==> config.mk <==
export PLATFORM = sky130hd
export DESIGN_NAME = mux_rr_reg
export DESIGN_NICKNAME = d
export VERILOG_FILES = /design/src/rtl/mux_rr_pkg.sv /design/src/rtl/mux_rr_arbiter.sv /design/src/rtl/mux_rr_reg.sv
export SDC_FILE = /design/constraint.sdc
export NUM_CORES = 1
export LEC_CHECK = 0
export ABC_AREA = 0
export CORE_MARGIN = 8
export CORE_UTILIZATION = 30
export DETAILED_ROUTE_END_ITERATION = 12
export GPL_TIMING_DRIVEN = 1
export PLACE_DENSITY = 0.74
export SYNTH_ARGS = -nofsm -noshare
export SYNTH_HDL_FRONTEND = slang
export SYNTH_SLANG_ARGS = --single-unit
export TNS_END_PERCENT = 20
==> constraint.sdc <==
create_clock -name clock -period 1.8 [get_ports clock]
set_input_delay 0.36 -clock clock [delete_from_list [all_inputs] [get_ports clock]]
set_output_delay 0.36 -clock clock [all_outputs]
set_load 0.01 [all_outputs]
==> src/rtl/mux_rr_pkg.sv <==
`default_nettype none
// ============================================================================
// Module      : mux_rr_pkg
// Description : Shared mode encodings and output-register state type for the
//               registered round-robin multiplexer.
// Revision    : 1.0 - initial release
// ============================================================================
package mux_rr_pkg;

   // Arbitration mode encodings as seen on the mode port
   localparam logic [1:0] MODE_FIXED = 2'b00;
   localparam logic [1:0] MODE_RR    = 2'b01;
   localparam logic [1:0] MODE_PRIO  = 2'b10;
   localparam logic [1:0] MODE_HOLD  = 2'b11;

   // One-entry output register occupancy
   typedef enum logic {
      ST_EMPTY = 1'b0,
      ST_FULL  = 1'b1
   } out_state_t;

endpackage
`default_nettype wire

==> src/rtl/mux_rr_arbiter.sv <==
`default_nettype none
// ============================================================================
// Module      : mux_rr_arbiter
// Description : Combinational grant selection for fixed, round-robin,
//               priority and hold modes. One grant index plus a valid flag.
// Revision    : 1.0 - initial release
// ============================================================================
module mux_rr_arbiter
   import mux_rr_pkg::*;
#(
   parameter int CHANNELS = 4,
   parameter int SEL_W    = $clog2(CHANNELS)
) (
   input  logic [1:0]          mode,
   input  logic [CHANNELS-1:0] in_valid,
   input  logic [SEL_W-1:0]    rr_ptr,
   input  logic [SEL_W-1:0]    fixed_sel,
   output logic [SEL_W-1:0]    grant,
   output logic                grant_valid
);

   localparam logic [SEL_W:0] c_channels = (SEL_W+1)'(CHANNELS);

   // Channel index visited at search offset k, starting from rr_ptr
   logic [SEL_W-1:0]    w_rot_idx [CHANNELS];
   logic [CHANNELS-1:0] w_rot_valid;
   // Per-channel match of fixed_sel; an out-of-range select matches nothing
   logic [CHANNELS-1:0] w_fixed_hit;

   generate
      for (genvar k = 0; k < CHANNELS; k++) begin : g_rot
         logic [SEL_W:0] w_sum;
         // rr_ptr is always below CHANNELS, so one conditional subtract wraps
         assign w_sum          = {1'b0, rr_ptr} + (SEL_W+1)'(k);
         assign w_rot_idx[k]   = (w_sum >= c_channels) ? SEL_W'(w_sum - c_channels)
                                                       : w_sum[SEL_W-1:0];
         assign w_rot_valid[k] = in_valid[w_rot_idx[k]];
         assign w_fixed_hit[k] = in_valid[k] && (fixed_sel == SEL_W'(k));
      end
   endgenerate

   // Pick the grant for the active mode; descending loops let the lowest match win
   always_comb begin
      grant       = '0;
      grant_valid = 1'b0;
      case (mode)
         MODE_FIXED: begin
            grant       = fixed_sel;
            grant_valid = |w_fixed_hit;
         end
         MODE_RR: begin
            for (int k = CHANNELS - 1; k >= 0; k--) begin
               if (w_rot_valid[k]) begin
                  grant       = w_rot_idx[k];
                  grant_valid = 1'b1;
               end
            end
         end
         MODE_PRIO: begin
            for (int k = CHANNELS - 1; k >= 0; k--) begin
               if (in_valid[k]) begin
                  grant       = SEL_W'(k);
                  grant_valid = 1'b1;
               end
            end
         end
         default: begin
            grant       = '0;
            grant_valid = 1'b0;
         end
      endcase
   end

endmodule
`default_nettype wire

==> src/rtl/mux_rr_reg.sv <==
`default_nettype none
// ============================================================================
// Module      : mux_rr_reg
// Description : Registered N-channel W-bit multiplexer with valid/ready
//               handshakes, selectable arbitration and a one-entry output
//               register supporting back-to-back transfers.
// Revision    : 1.0 - initial release
// ============================================================================
module mux_rr_reg
   import mux_rr_pkg::*;
#(
   parameter  int BITS     = 3,
   parameter  int CHANNELS = 4,
   localparam int SEL_W    = $clog2(CHANNELS)
) (
   input  logic                     clock,
   input  logic                     reset,
   input  logic [CHANNELS*BITS-1:0] in_data,
   input  logic [CHANNELS-1:0]      in_valid,
   output logic [CHANNELS-1:0]      in_ready,
   input  logic [1:0]               mode,
   input  logic [SEL_W-1:0]         fixed_sel,
   output logic [BITS-1:0]          out_data,
   output logic [SEL_W-1:0]         out_sel,
   output logic                     out_valid,
   input  logic                     out_ready
);

   out_state_t       r_state;
   logic [BITS-1:0]  r_out_data;
   logic [SEL_W-1:0] r_out_sel;
   logic [SEL_W-1:0] r_rr_ptr;

   logic [BITS-1:0]  w_chan_data [CHANNELS];
   logic [SEL_W-1:0] w_grant;
   logic             w_grant_valid;
   logic             w_load_en;
   logic             w_load;
   logic             w_accept;
   logic [SEL_W-1:0] w_ptr_next;

   mux_rr_arbiter #(
      .CHANNELS (CHANNELS),
      .SEL_W    (SEL_W)
   ) u_arbiter (
      .mode        (mode),
      .in_valid    (in_valid),
      .rr_ptr      (r_rr_ptr),
      .fixed_sel   (fixed_sel),
      .grant       (w_grant),
      .grant_valid (w_grant_valid)
   );

   // The register can take a word when empty or when its word leaves this cycle
   assign w_load_en  = (r_state == ST_EMPTY) || out_ready;
   assign w_load     = w_load_en && w_grant_valid;
   // Handshake is suppressed while reset is held so no producer sees a false accept
   assign w_accept   = reset && w_load;
   assign w_ptr_next = (w_grant == SEL_W'(CHANNELS - 1)) ? '0 : w_grant + 1'b1;

   generate
      for (genvar i = 0; i < CHANNELS; i++) begin : g_chan
         assign w_chan_data[i] = in_data[i*BITS +: BITS];
         assign in_ready[i]    = w_accept && (w_grant == SEL_W'(i));
      end
   endgenerate

   // Output register occupancy, captured word and round-robin pointer
   always_ff @(posedge clock or negedge reset) begin
      if (!reset) begin
         r_state    <= ST_EMPTY;
         r_out_data <= '0;
         r_out_sel  <= '0;
         r_rr_ptr   <= '0;
      end else begin
         case (r_state)
            ST_EMPTY: begin
               if (w_load) begin
                  r_state    <= ST_FULL;
                  r_out_data <= w_chan_data[w_grant];
                  r_out_sel  <= w_grant;
                  r_rr_ptr   <= w_ptr_next;
               end
            end
            ST_FULL: begin
               if (w_load) begin
                  r_state    <= ST_FULL;
                  r_out_data <= w_chan_data[w_grant];
                  r_out_sel  <= w_grant;
                  r_rr_ptr   <= w_ptr_next;
               end else if (out_ready) begin
                  r_state    <= ST_EMPTY;
               end
            end
            default: r_state <= ST_EMPTY;
         endcase
      end
   end

   assign out_data  = r_out_data;
   assign out_sel   = r_out_sel;
   assign out_valid = (r_state == ST_FULL);

endmodule
`default_nettype wire

==> results_dict.tcl <==
set metrics [dict create \
    synth-xor-area-share_pct 0 \
    numCtsBuffers 3 \
    place_ws_ns -1.09 \
    via_per_inst 5.19 \
    rsz0062_at_grt "yes" \
    grt_max_degree 11 \
    antenna_left 0 \
    violations "negative setup slack" \
    path_max_fanout 3 \
    layout_worst_path_cycle_share_pct 129 \
    top_usage_layer "met2" \
    firstDrtPassIters 4 \
    portBuffers 32 \
    syn_inst 72 \
    crit_arrival_ns 1.96 \
    fin_crit_ns 2.32 \
    cts_max_level 1 \
    syn_area_um2 656 \
    core_mm2 0.00215 \
    p_leak_nw 0.616 \
    grt_use_met1_pct 13.4 \
    gp_congestion 0.770 \
    ys_seq_area_share_pct 30.5 \
    max_freq_ghz 0.430 \
    outcome "complete, but fails checks" \
    drv_slew 0 \
    clock-sinks 8 \
    setup_tns_ns -2.55 \
    antenna_found_initial 0 \
    clk_latency_ns 0.26 \
    setup_ws_ns -0.523 \
    die_h_um 62.8 \
    slew_headroom_pct 80.0 \
    worst_slew_pin_slew_ns 0.300 \
    gr-usage-met3_pct 4.30 \
    dp_hpwl_um 1670 \
    ys_seq_elements 8 \
    hold_viol 0 \
    vias 841 \
    max-vdd-ir-drop_v 0.000494 \
    clkTransAtPathRegs_ns 0.06 \
    start_util_pct 30.5 \
    synth_cell_types 26 \
    path_class "register to primary output" \
    clock-skew-final_ns 0.00800 \
    final_cell_mix "buf_4 (23), clkdlybuf4s50_1 (21), dfrtp_1 (8), buf_6 (8)" \
    drcViolationCount 0 \
    dr.first_iter.drc_count 38 \
    grt_use_total_pct 12.6 \
    area_growth_pct 110 \
    start_kind "register" \
    clockBufferDepth 2 \
    cts_tree "yes" \
    synth_top_family_by_area "compound AO/OA/AOI/OAI gates" \
    n_antenna_cell 0 \
    synth-simple-area-share_pct 17.4 \
    worstHoldPathType "register to register" \
    muxShareOfSynthArea_pct 9.54 \
    max-cap-violations 0 \
    cellPowerDensity_mw_per_mm2 780 \
    avgRoutedWirePerCell_um 17.3 \
    syn-num-nets 99 \
    num_io_pins 33 \
    finalSetupViolCount 10 \
    nets 163 \
    grt_pass1_vias 907 \
    synth_compound_area_share_pct 26.3 \
    num_rows 17 \
    synthAdderAreaFrac_pct 7.63 \
    final_common_cell "buf_4" \
    totalWireLength_um 2800 \
    cpPeakStageDelay_ns 0.42 \
    end_kind "primary output" \
    synth.avg_cell_area_um2 9.11 \
    slowest_stage "dfrtp_1" \
    grt_pass1_wl_um 4160 \
    nFillCells 161 \
    cpMostUsedCell "buf_6" \
    drive_gt1_share_pct 49.3 \
    yosysWarnings 0 \
    grt_overflow 0 \
    whs_ns 0.502 \
    path_cells "buf_6 > buf_6 > a22oi_2 > a41o_1 > buf_6 > ha_4 > and3_4 > buf_6" \
    die_area_mm2 0.00394 \
    cts-root-buf "clkbuf_4" \
    grtUsageMet2_pct 22.1 \
    fp.dieW_um 62.8 \
    required_ns 1.44 \
    r2r_setup_slack_ns -0.18 \
    holdBufCountCts 0 \
]
-- layer usage --
layer,wire length (um),vias to the layer above,part of all wire [%]
met5,0,-,0
met1,1130,422,40
met3,136,2,4.9
met2,1510,25,54
met4,19,0,0.68
li1,-,392,-
-- power by group --
part	switching (mW)	internal (mW)	leakage [nW]
clock	0.0691	0.0768	0.0138
combinational	0.271	0.381	0.507
sequential	0.0421	0.230	0.0951
-- final timing paths --
| kind | startpoint | endpoint | depth (start not counted) |
|---|---|---|---|
| min in group asynchronous | reset | out_sel[0]$_DFFE_PN0P_ | 2 |
| max in group asynchronous | reset | out_data[1]$_DFFE_PN0P_ | 2 |
| hold reg to reg | out_sel[1]$_DFFE_PN0P_ | out_sel[1]$_DFFE_PN0P_ | 1 |
| setup / recovery | r_rr_ptr[1]$_DFFE_PN0P_ | in_ready[3] | 8 |
| hold / removal | out_sel[1]$_DFFE_PN0P_ | out_sel[1]$_DFFE_PN0P_ | 1 |
| setup reg to reg | r_rr_ptr[1]$_DFFE_PN0P_ | out_data[0]$_DFFE_PN0P_ | 9 |
-- stage by stage --
stage	cells	util [%]	cell area, um^2	power (mW)
after floorplan	72	-	661	0.462
after global placement	148	52.5	1130	0.711
after detailed placement	148	52.5	1130	0.718
after CTS	161	60.7	1300	0.977
after global routing	162	63.9	1370	1.13
final	162	63.9	1370	1.07
-- Yosys cell counts, drive strengths merged --
| cell type | number | area share [%] |
|---|---|---|
| nor2 | 3 | 1.7 |
| nand2b | 7 | 6.7 |
| o21a | 3 | 3.4 |
| nand2 | 3 | 3.2 |
| a31oi | 1 | 0.95 |
| a21oi | 6 | 5.7 |
| clkinv | 1 | 0.57 |
| and3 | 4 | 3.8 |
| o221ai | 3 | 4.0 |
| mux2i | 4 | 6.1 |
| ha | 4 | 7.6 |
| nor4 | 2 | 1.9 |
| buf | 2 | 3.4 |
| mux4 | 1 | 3.4 |
| a22oi | 1 | 1.1 |
| inv | 8 | 4.6 |
| o22ai | 5 | 4.8 |
| dfrtp | 8 | 31 |
| o31a | 1 | 1.3 |
| o21ai | 3 | 2.3 |
| o31ai | 1 | 1.1 |
| a41o | 1 | 1.5 |
-- registers in the layout, indices dropped and copies added, names as in the netlist --
signal and flops:
r_rr_ptr 2, out_data 3, out_valid 1, out_sel 2
-- area by class of cell --
cell class,instances,area [um^2],share of cell area [%]
Clock buffer,3,22.5,1.64
Inverter,9,35.0,2.55
Multi-Input combinational cell,53,523,38.1
Sequential cell,8,200,14.6
Tap cell,28,35.0,2.55
Timing Repair Buffer,61,558,40.6
-- worst max-delay path, delay by kind of cell, from the launching register on --
kind,cells,cell delay [ns]
AO/OA/AOI/OAI,2,0.47
adder cells (fa/ha/maj),1,0.14
buffers and inverters,4,0.49
flip-flops,1,0.42
AND/OR/NAND/NOR,1,0.19
-- logic make-up (layout without fill, tap and decap cells) --
logic type	count (synthesis)	count (layout)
adders and majority gates	4	4
AOI/OAI and AO/OA	25	25
buffers and inverters	11	73
muxes	5	5
and+or+nand+nor	19	19
DFF	8	8
-- what timing repair did --
action	CTS	global route
endpoints found under the setup margin	11	9
buffers inserted	11	1
pin swaps	8	6
resized for setup	49	13
No activity file was read; power rests on OpenSTA's default activity.
